==> src/rtl/uart_tx_sched.sv <==
// uart_tx_sched: round-robin arbiter that shares one UART transmitter among
// NREQ byte-stream requesters. A grant is held for a whole packet, each byte
// is paced against tx_busy, and an owner that stalls is evicted after TIMEOUT
// cycles.
module uart_tx_sched #(
    parameter int NREQ    = 4,
    parameter int DW      = 8,
    parameter int TIMEOUT = 1024
) (
    input  logic               clk,
    input  logic               nrst,
    input  logic [NREQ-1:0]    req_valid,
    input  logic [NREQ*DW-1:0] req_data,
    input  logic [NREQ-1:0]    req_last,
    output logic [NREQ-1:0]    req_ready,
    output logic [NREQ-1:0]    grant,
    output logic [DW-1:0]      tx_data,
    output logic               tx_start,
    input  logic               tx_busy,
    output logic               abort
);

    localparam int IW = (NREQ > 1) ? $clog2(NREQ) : 1;
    localparam int CW = $clog2(TIMEOUT) + 1;
    localparam logic [CW-1:0] STALL_LIMIT = CW'(TIMEOUT - 1);

    typedef enum logic [1:0] {
        S_IDLE    = 2'd0,
        S_GRANT   = 2'd1,
        S_WAIT_HI = 2'd2,
        S_DRAIN   = 2'd3
    } state_t;

    state_t            r_state;
    logic [IW-1:0]     r_gidx;
    logic [IW-1:0]     r_last_gidx;
    logic [CW-1:0]     r_stall;
    logic              r_pkt_end;
    logic [NREQ-1:0]   r_grant;
    logic [DW-1:0]     r_tx_data;
    logic              r_tx_start;
    logic              r_abort;

    logic              w_pick_any;
    logic [IW-1:0]     w_pick_idx;
    logic [NREQ-1:0]   w_pick_onehot;
    logic              w_owner_valid;
    logic [DW-1:0]     w_owner_data;
    logic              w_owner_last;
    logic              w_hs;

    // Round-robin pick: first valid requester searching upward from last_grant+1.
    // The loop runs from the farthest candidate back to the nearest so the
    // nearest one overwrites the others.
    always_comb begin
        w_pick_any = 1'b0;
        w_pick_idx = '0;
        for (int k = NREQ - 1; k >= 0; k--) begin
            if (req_valid[(int'(r_last_gidx) + 1 + k) % NREQ]) begin
                w_pick_any = 1'b1;
                w_pick_idx = IW'((int'(r_last_gidx) + 1 + k) % NREQ);
            end
        end
        w_pick_onehot = '0;
        w_pick_onehot[w_pick_idx] = 1'b1;
    end

    // Owner-side view of the request bus and the byte handshake.
    always_comb begin
        w_owner_valid = req_valid[r_gidx];
        w_owner_data  = req_data[r_gidx*DW +: DW];
        w_owner_last  = req_last[r_gidx];
        w_hs          = (r_state == S_GRANT) && w_owner_valid && !tx_busy;
    end

    assign req_ready = w_hs ? r_grant : '0;
    assign grant     = r_grant;
    assign tx_data   = r_tx_data;
    assign tx_start  = r_tx_start;
    assign abort     = r_abort;

    // Scheduler FSM with all outputs registered; tx_start and abort are single-cycle pulses.
    always_ff @(posedge clk or negedge nrst) begin
        if (!nrst) begin
            r_state     <= S_IDLE;
            r_gidx      <= '0;
            r_last_gidx <= IW'(NREQ - 1);
            r_stall     <= '0;
            r_pkt_end   <= 1'b0;
            r_grant     <= '0;
            r_tx_data   <= '0;
            r_tx_start  <= 1'b0;
            r_abort     <= 1'b0;
        end else begin
            r_tx_start <= 1'b0;
            r_abort    <= 1'b0;
            case (r_state)
                S_IDLE: begin
                    if (w_pick_any) begin
                        r_gidx  <= w_pick_idx;
                        r_grant <= w_pick_onehot;
                        r_state <= S_GRANT;
                    end
                end
                S_GRANT: begin
                    if (w_hs) begin
                        r_tx_data  <= w_owner_data;
                        r_pkt_end  <= w_owner_last;
                        r_tx_start <= 1'b1;
                        r_stall    <= '0;
                        r_state    <= S_WAIT_HI;
                    end else if (!w_owner_valid) begin
                        // Owner went quiet: count towards eviction. The counter
                        // is held while the owner is valid but blocked by tx_busy.
                        if (r_stall >= STALL_LIMIT) begin
                            r_abort     <= 1'b1;
                            r_grant     <= '0;
                            r_last_gidx <= r_gidx;
                            r_stall     <= '0;
                            r_state     <= S_IDLE;
                        end else if (r_stall != '1) begin
                            r_stall <= r_stall + 1'b1;
                        end
                    end
                end
                S_WAIT_HI: begin
                    if (tx_busy) begin
                        r_state <= S_DRAIN;
                    end
                end
                S_DRAIN: begin
                    if (!tx_busy) begin
                        if (r_pkt_end) begin
                            r_grant     <= '0;
                            r_last_gidx <= r_gidx;
                            r_state     <= S_IDLE;
                        end else begin
                            r_state <= S_GRANT;
                        end
                    end
                end
                default: r_state <= S_IDLE;
            endcase
        end
    end

endmodule

==> config.mk <==
export PLATFORM = sky130hd
export DESIGN_NAME = uart_tx_sched
export DESIGN_NICKNAME = d
export VERILOG_FILES = /design/src/rtl/uart_tx_sched.sv
export SDC_FILE = /design/constraint.sdc
export NUM_CORES = 1
export LEC_CHECK = 0
export BUFFER_PORTS_ARGS = -buffer_cell sky130_fd_sc_hd__buf_2
export CAP_MARGIN = 40
export CORE_UTILIZATION = 30
export CTS_BUF_LIST = sky130_fd_sc_hd__clkbuf_8
export CTS_CLUSTER_DIAMETER = 30
export DETAILED_ROUTE_END_ITERATION = 8
export MAX_ROUTING_LAYER = met4
export PLACE_DENSITY = 0.55
export SLEW_MARGIN = 10
export SYNTH_ARGS = -nofsm -noshare
export SYNTH_HDL_FRONTEND = slang
export SYNTH_SLANG_ARGS = --single-unit
==> constraint.sdc <==
create_clock -name clk -period 3.55 [get_ports clk]
set_input_delay 0.71 -clock clk [delete_from_list [all_inputs] [get_ports clk]]
set_output_delay 0.71 -clock clk [all_outputs]
set_load 0.01 [all_outputs]
==> metrics.md, run 1 <==
| Metric | Value |
|---|---|
| CTS buffer count | `5` |
| Clock sink count | `32` |
| CTS tree | `built` |
| FMAX | `336 MHz` |
| Maximum vdd drop | `0.288 mV` |
| Register share of total power | `39.9%` |
| Syn Inst Count | `179` |
| Final hold violation count | `0` |
| Post-synth EDFFs | `0` |
| Diodes inserted | `0` |
| Fraction of power consumed by the clock network | `16.8%` |
| Worst Hold Class | `input pin to asynchronous set/reset pin` |
| Status | `completed` |
| Syn_area_per_cell | `10.1 µm²` |
| Leak | `1.07 nW` |
| Setup Skew | `0.0112 ns` |
| Total GRT Usage | `15.7%` |
| Crit end category | `primary output` |
| Initial Util | `32.0%` |
| CP bufs+invs | `2` |
| Synthesis-to-layout area growth | `24.9%` |
| Max incr delay on CP | `0.65 ns` |
| Switching share of power | `40.4%` |
| Synth Warn # | `0` |
| Flop and latch count out of synthesis | `32` |
| Postcts setup bufs | `0` |
| Root Buffer | `clkbuf_8` |
| Top post-synthesis cells by area | `dfrtp_1 42%, mux4_2 12%, nand2_1 8.3%` |
| Placer Congestion | `0.761` |
| Seq/Total Area, Yosys | `44.4%` |
| Final TNS setup | `0 ns` |
| IO buf count | `60` |
| Sw Pwr | `0.706 mW` |
| DRC viols | `0` |
| Unrepaired setup endpoints after global routing | `no` |
| MaxCap Viol Count | `0` |
| R2R Setup Slk | `1.24 ns` |
| Crit path max-delay family | `multiplexers` |
| Worst EP required | `2.84 ns` |
| Setup violations, final | `0` |
| Pwr per Cell Area | `774 mW/mm²` |
| DIE WIDTH | `79.6 µm` |
| CTS Hold Buffers Added | `0` |
| Post-route setup slack | `0.578 ns` |
| Register area | `803 µm²` |
| Min Tclk post-route | `2.97 ns` |
| Place WS | `0.743 ns` |
| IO Pins | `61` |
| Post-synthesis cell area | `0.00181 mm²` |
| Fill cells | `561` |
| Post-synthesis async set-or-reset flop share | `100%` |
| Setup crit start kind | `flop` |
| Area of the die | `0.00634 mm²` |
| Worst-Margin Slew | `0.710 ns` |
| Final period util | `83.7%` |
| Number of nets still failing antenna checks after routing | `0` |
| Max FO, Critical Path | `14` |
| Slew HR | `52.7%` |
| Max Slew Vio Count | `0` |
| Cell taking the most area after synthesis | `dfrtp_1` |
| Cell-internal power | `1.04 mW` |
| Multi-input logic area | `933 µm²` |
| Most frequent cells in the layout | `60 x buf_2, 40 x nand2_1, 30 x dfrtp_1` |
| Layout cells sized above 1 | `35.4%` |
| Total wire length | `4160 µm` |
| HPWL after detailed placement | `3070 µm` |
| Synth unique cells | `44` |
| Starting DRC count in detailed routing | `88` |
| Core ar. | `0.00564 mm²` |
| Combinational power share | `43.3%` |
| Htree depth | `2` |
| Final nets | `283` |
| Latest clock arrival within the worst-skew pair | `0.29 ns` |
| Die Span Y | `79.6 µm` |
| Most common cell after layout, fill and taps aside | `buf_2` |
| Initial antenna violation count | `0` |
| First-pass GRT wire length | `7420 µm` |
| Drt via density | `5.13` |
| Post_cts resized | `0` |
| Global route overflow | `0` |
| Critical path class | `flop to primary output` |
| Crit path DAT | `2.26 ns` |
| Critical-path cell list | `mux4_2 -> nand3_1 -> inv_1 -> and2_1 -> buf_2` |
| Vias | `1599` |
| Top cell type's share of synthesized area | `41.5%` |
| Main flop type after synthesis | `dfrtp_1` |
| Wire length per cell | `13.3 µm` |
| Slowest cell on the critical path | `mux4_2` |
| Largest net degree at the start of global routing | `33` |
| Number of global-route vias before repair | `1624` |
| Clock buffer depth | `2` |
| FP Rows | `27` |
| Clock-pin slew on the worst setup and hold paths | `0.07 ns` |
| Syn nets | `223` |
| Pre-antenna DRT Iters | `4` |
[state kept, by name, indices dropped and copies added, names as in the netlist, named ones only]
register and cells:
r_stall 11, abort 1, r_pkt_end 1, tx_data 8, r_last_gidx 2, r_state 1
tx_start 1, grant 4, r_gidx 2
[cell families (layout without fill, tap and decap cells)]
| logic type | count (synthesis) | after routing | synth area share, % |
|---|---|---|---|
| and+or+nand+nor | 76 | 76 | 19.5 |
| AOI/OAI and AO/OA | 39 | 39 | 16.0 |
| DFF | 32 | 32 | 44.4 |
| buffers and inverters | 16 | 77 | 3.94 |
| muxes | 15 | 15 | 15.4 |
| adders and majority gates | 1 | 1 | 0.692 |
[power groups by stage]
stage	clock [mW]	sequential, mW	combinational [mW]
detailed placement	0	0.702	0.759
floorplan	0	0.649	0.601
finish	0.293	0.697	0.757
global route	0.321	0.734	0.859
global placement	0	0.701	0.759
CTS	0.304	0.697	0.764
[cell type report]
type                    count  share of cell area [%]
multi-input cells         131                    41.3
flip-flops and latches     32                    35.6
repair buffers             61                    13.6
clock buffers               6                    3.66
well taps                  72                    3.99
inverters                   8                    1.33
clock inverters             2                   0.499
[metrics by stage]
step                      instance area [µm²]  power (mW)  utilization (%)  hold slack [ns]  cells
after floorplan                          1810        1.25                -            0.414    179
after global placement                   2160        1.46             38.4            0.457    304
after detailed placement                 2160        1.46             38.4            0.459    304
after CTS                                2260        1.77             40.0            0.480    312
after global routing                     2260        1.91             40.0            0.507    312
final                                    2260        1.75             40.0            0.471    312
[per-layer routing]
metal  up-vias  global-route usage [%]  share of wire (%)
met1       746                    19.7                 46
met2        59                    23.8                 46
li1        787                       -                  -
met3         7                    4.57                6.0
met5         -                       -                  0
met4         0                    6.00                1.6
[cells in the mapped netlist, types with 4 or more instances]
library cell   n
nor3_1         4
nand4_1        4
dfrtp_1       30
nand3_1        6
nand2b_1       4
a21oi_1        4
inv_1          8
nand2_1       40
and2_1         5
a32oi_1        4
o21ai_0        6
nor2_1         5
mux4_2        10
[worst paths after layout]
check	start	end	cells after the start
max in group asynchronous	nrst	r_stall[0]$_DFFE_PN0P_	1
min in group clk	tx_data[1]$_DFFE_PN0P_	tx_data[1]$_DFFE_PN0P_	2
min	nrst	tx_start$_DFF_PN0_	1
max reg2reg	r_gidx[1]$_DFFE_PN0P_	r_stall[5]$_DFFE_PN0P_	5
max	r_gidx[1]$_DFFE_PN0P_	req_ready[1]	5
min reg2reg	tx_data[1]$_DFFE_PN0P_	tx_data[1]$_DFFE_PN0P_	2
[worst reg2reg max path, delay by kind of cell (launching register included)]
kind                   cells  cell delay (ns)
muxes                      1             0.65
buffers and inverters      1             0.26
AOI/OAI and AO/OA          1             0.29
and+or+nand+nor            2             0.35
DFF                        1             0.64
(Power assumes the default switching activity.)
==> inputs of run 2 (changes only) <==
--- a/config.mk
+++ b/config.mk
@@ -12,7 +12,7 @@
 export CTS_CLUSTER_DIAMETER = 30
 export DETAILED_ROUTE_END_ITERATION = 8
 export MAX_ROUTING_LAYER = met4
-export PLACE_DENSITY = 0.55
+export PLACE_DENSITY = 0.57
 export SLEW_MARGIN = 10
 export SYNTH_ARGS = -nofsm -noshare
 export SYNTH_HDL_FRONTEND = slang
==> constraint.sdc (replaced) <==
create_clock -name clk -period 2.5 [get_ports clk]
set_input_delay 0.5 -clock clk [delete_from_list [all_inputs] [get_ports clk]]
set_output_delay 0.5 -clock clk [all_outputs]
set_load 0.01 [all_outputs]
==> run 2 against run 1 <==
- clock skew is 0.0034 ns lower
- flip-flop and latch count stayed put
- first-iteration DRC count is 34% higher
- critical path type unchanged
- largest cell class unchanged
- highest routed layer unchanged
- final area is 2.8% higher
==> metrics.md, run 2 (synthesized netlist as in run 1, its figures left out) <==
| Metric | Value |
|---|---|
| Status | `completed` |
| Clock sink count | `32` |
| R2R Setup Slk | `0.52 ns` |
| Die Span Y | `79.6 µm` |
| Wire length per cell | `13.6 µm` |
| FF-to-FF Start | `r_gidx[1]$_DFFE_PN0P_` |
| MaxCap Viol Count | `0` |
| Final period util | `91.8%` |
| Min Tclk post-route | `2.29 ns` |
| Starting DRC count in detailed routing | `118` |
| Synthesis-to-layout area growth | `28.4%` |
| Flip-flop count of the largest register after layout | `11` |
| Latest clock arrival within the worst-skew pair | `0.28 ns` |
| Area of the die | `0.00634 mm²` |
| HPWL after detailed placement | `3230 µm` |
| CP bufs+invs | `2` |
| Maximum vdd drop | `0.681 mV` |
| Setup violations, final | `0` |
| Worst-Margin Slew | `0.716 ns` |
| Number of nets still failing antenna checks after routing | `0` |
| CTS Hold Buffers Added | `0` |
| Setup crit start kind | `flop` |
| Top reg by flops | `r_stall` |
| Number of global-route vias before repair | `1652` |
| Max FO, Critical Path | `6` |
| Leak | `1.11 nW` |
| Worst Hold Class | `input pin to asynchronous set/reset pin` |
| Largest net degree at the start of global routing | `33` |
| Initial antenna violation count | `0` |
| Total wire length | `4300 µm` |
| Postcts setup bufs | `0` |
| Most common cell after layout, fill and taps aside | `buf_2` |
| Worst EP required | `2.00 ns` |
| FP Rows | `27` |
| Post_cts resized | `0` |
| Layout cells sized above 1 | `36.9%` |
| Initial Util | `32.0%` |
| IO Pins | `61` |
| Critical path class | `flop to primary output` |
| Clock buffer depth | `2` |
| Crit path max-delay family | `multiplexers` |
| Diodes inserted | `0` |
| Most frequent cells in the layout | `60 x buf_2, 40 x nand2_1, 30 x dfrtp_1` |
| Crit path capture | `req_ready[1]` |
| Global route overflow | `0` |
| FMAX | `436 MHz` |
| IO buf count | `60` |
| Fill cells | `568` |
| Final TNS setup | `0 ns` |
| Slowest cell on the critical path | `mux4_2` |
| Total GRT Usage | `15.9%` |
| Crit end category | `primary output` |
| DIE WIDTH | `79.6 µm` |
| Slew HR | `52.3%` |
| Max Slew Vio Count | `0` |
| Root Buffer | `clkbuf_8` |
| Placer Congestion | `0.788` |
| CTS buffer count | `5` |
| Max incr delay on CP | `0.60 ns` |
| First-pass GRT wire length | `7500 µm` |
| Pwr per Cell Area | `1150 mW/mm²` |
| Critical-path cell list | `mux4_2 -> nand3_1 -> inv_1 -> and2_1 -> buf_2` |
| Levels on crit path | `5` |
| R2R cell count | `5` |
| WHS | `0.269 ns` |
| DRC viols | `0` |
| Crit path DAT | `1.79 ns` |
| Htree depth | `2` |
| Power Total | `2.66 mW` |
| Vias | `1627` |
| CTS tree | `built` |
| Setup Skew | `0.00782 ns` |
| Core ar. | `0.00564 mm²` |
| Final hold violation count | `0` |
| Worst Setup SP | `r_gidx[1]$_DFFE_PN0P_` |
| Final nets | `287` |
| Unrepaired setup endpoints after global routing | `no` |
| RR Endpoint | `r_stall[5]$_DFFE_PN0P_` |
| Clock-pin slew on the worst setup and hold paths | `0.07 ns` |
| Pre-antenna DRT Iters | `4` |
| Drt via density | `5.15` |
-- run 2: final cells by class --
class	instances	area, µm²	area share (%)
Clock inverter	1	30.0	1.29
Tap cell	72	90.1	3.88
Inverter	8	30.0	1.29
Timing Repair Buffer	65	338	14.6
Sequential cell	32	803	34.6
Multi-Input combinational cell	131	933	40.2
Clock buffer	7	96.3	4.15
-- run 2: routing by layer --
layer / vias up / GRT usage [%] / share of wire (%)
met4: 0 / 5.27 / 1.1
met3: 5 / 3.77 / 5.6
li1: 790 / - / -
met2: 58 / 24.8 / 46
met5: - / - / 0
met1: 774 / 20.2 / 47
-- run 2: through the flow --
| step | utilization (%) | setup WS [ns] | cells | area (µm²) |
|---|---|---|---|---|
| 2_1_floorplan | - | 0.598 | 179 | 1810 |
| 3_3_place_gp | 38.9 | 0.323 | 308 | 2190 |
| 3_5_place_dp | 38.9 | 0.293 | 308 | 2190 |
| 4_1_cts | 41.1 | 0.193 | 316 | 2320 |
| 5_1_grt | 41.1 | 0.101 | 316 | 2320 |
| 6_report | 41.1 | 0.205 | 316 | 2320 |
-- run 2: how the worst min path moves through the flow --
stage / startpoint / end / cells after the start
after floorplan: nrst / asynchronous set/reset pin / 0
after global placement: tx_data[1]$_DFFE_PN0P_ / tx_data[1]$_DFFE_PN0P_ / 2
after detailed placement: tx_data[7]$_DFFE_PN0P_ / tx_data[7]$_DFFE_PN0P_ / 2
after CTS: nrst / tx_data[7]$_DFFE_PN0P_ / 1
after global routing: nrst / tx_data[7]$_DFFE_PN0P_ / 1
final: nrst / r_stall[8]$_DFFE_PN0P_ / 1
-- run 2: power by group --
group          switching (mW)  leakage, nW  internal [mW]
Combinational           0.628        0.652          0.567
Clock                   0.189       0.0645          0.352
Sequential              0.196        0.392          0.731
Total                    1.01         1.11           1.65
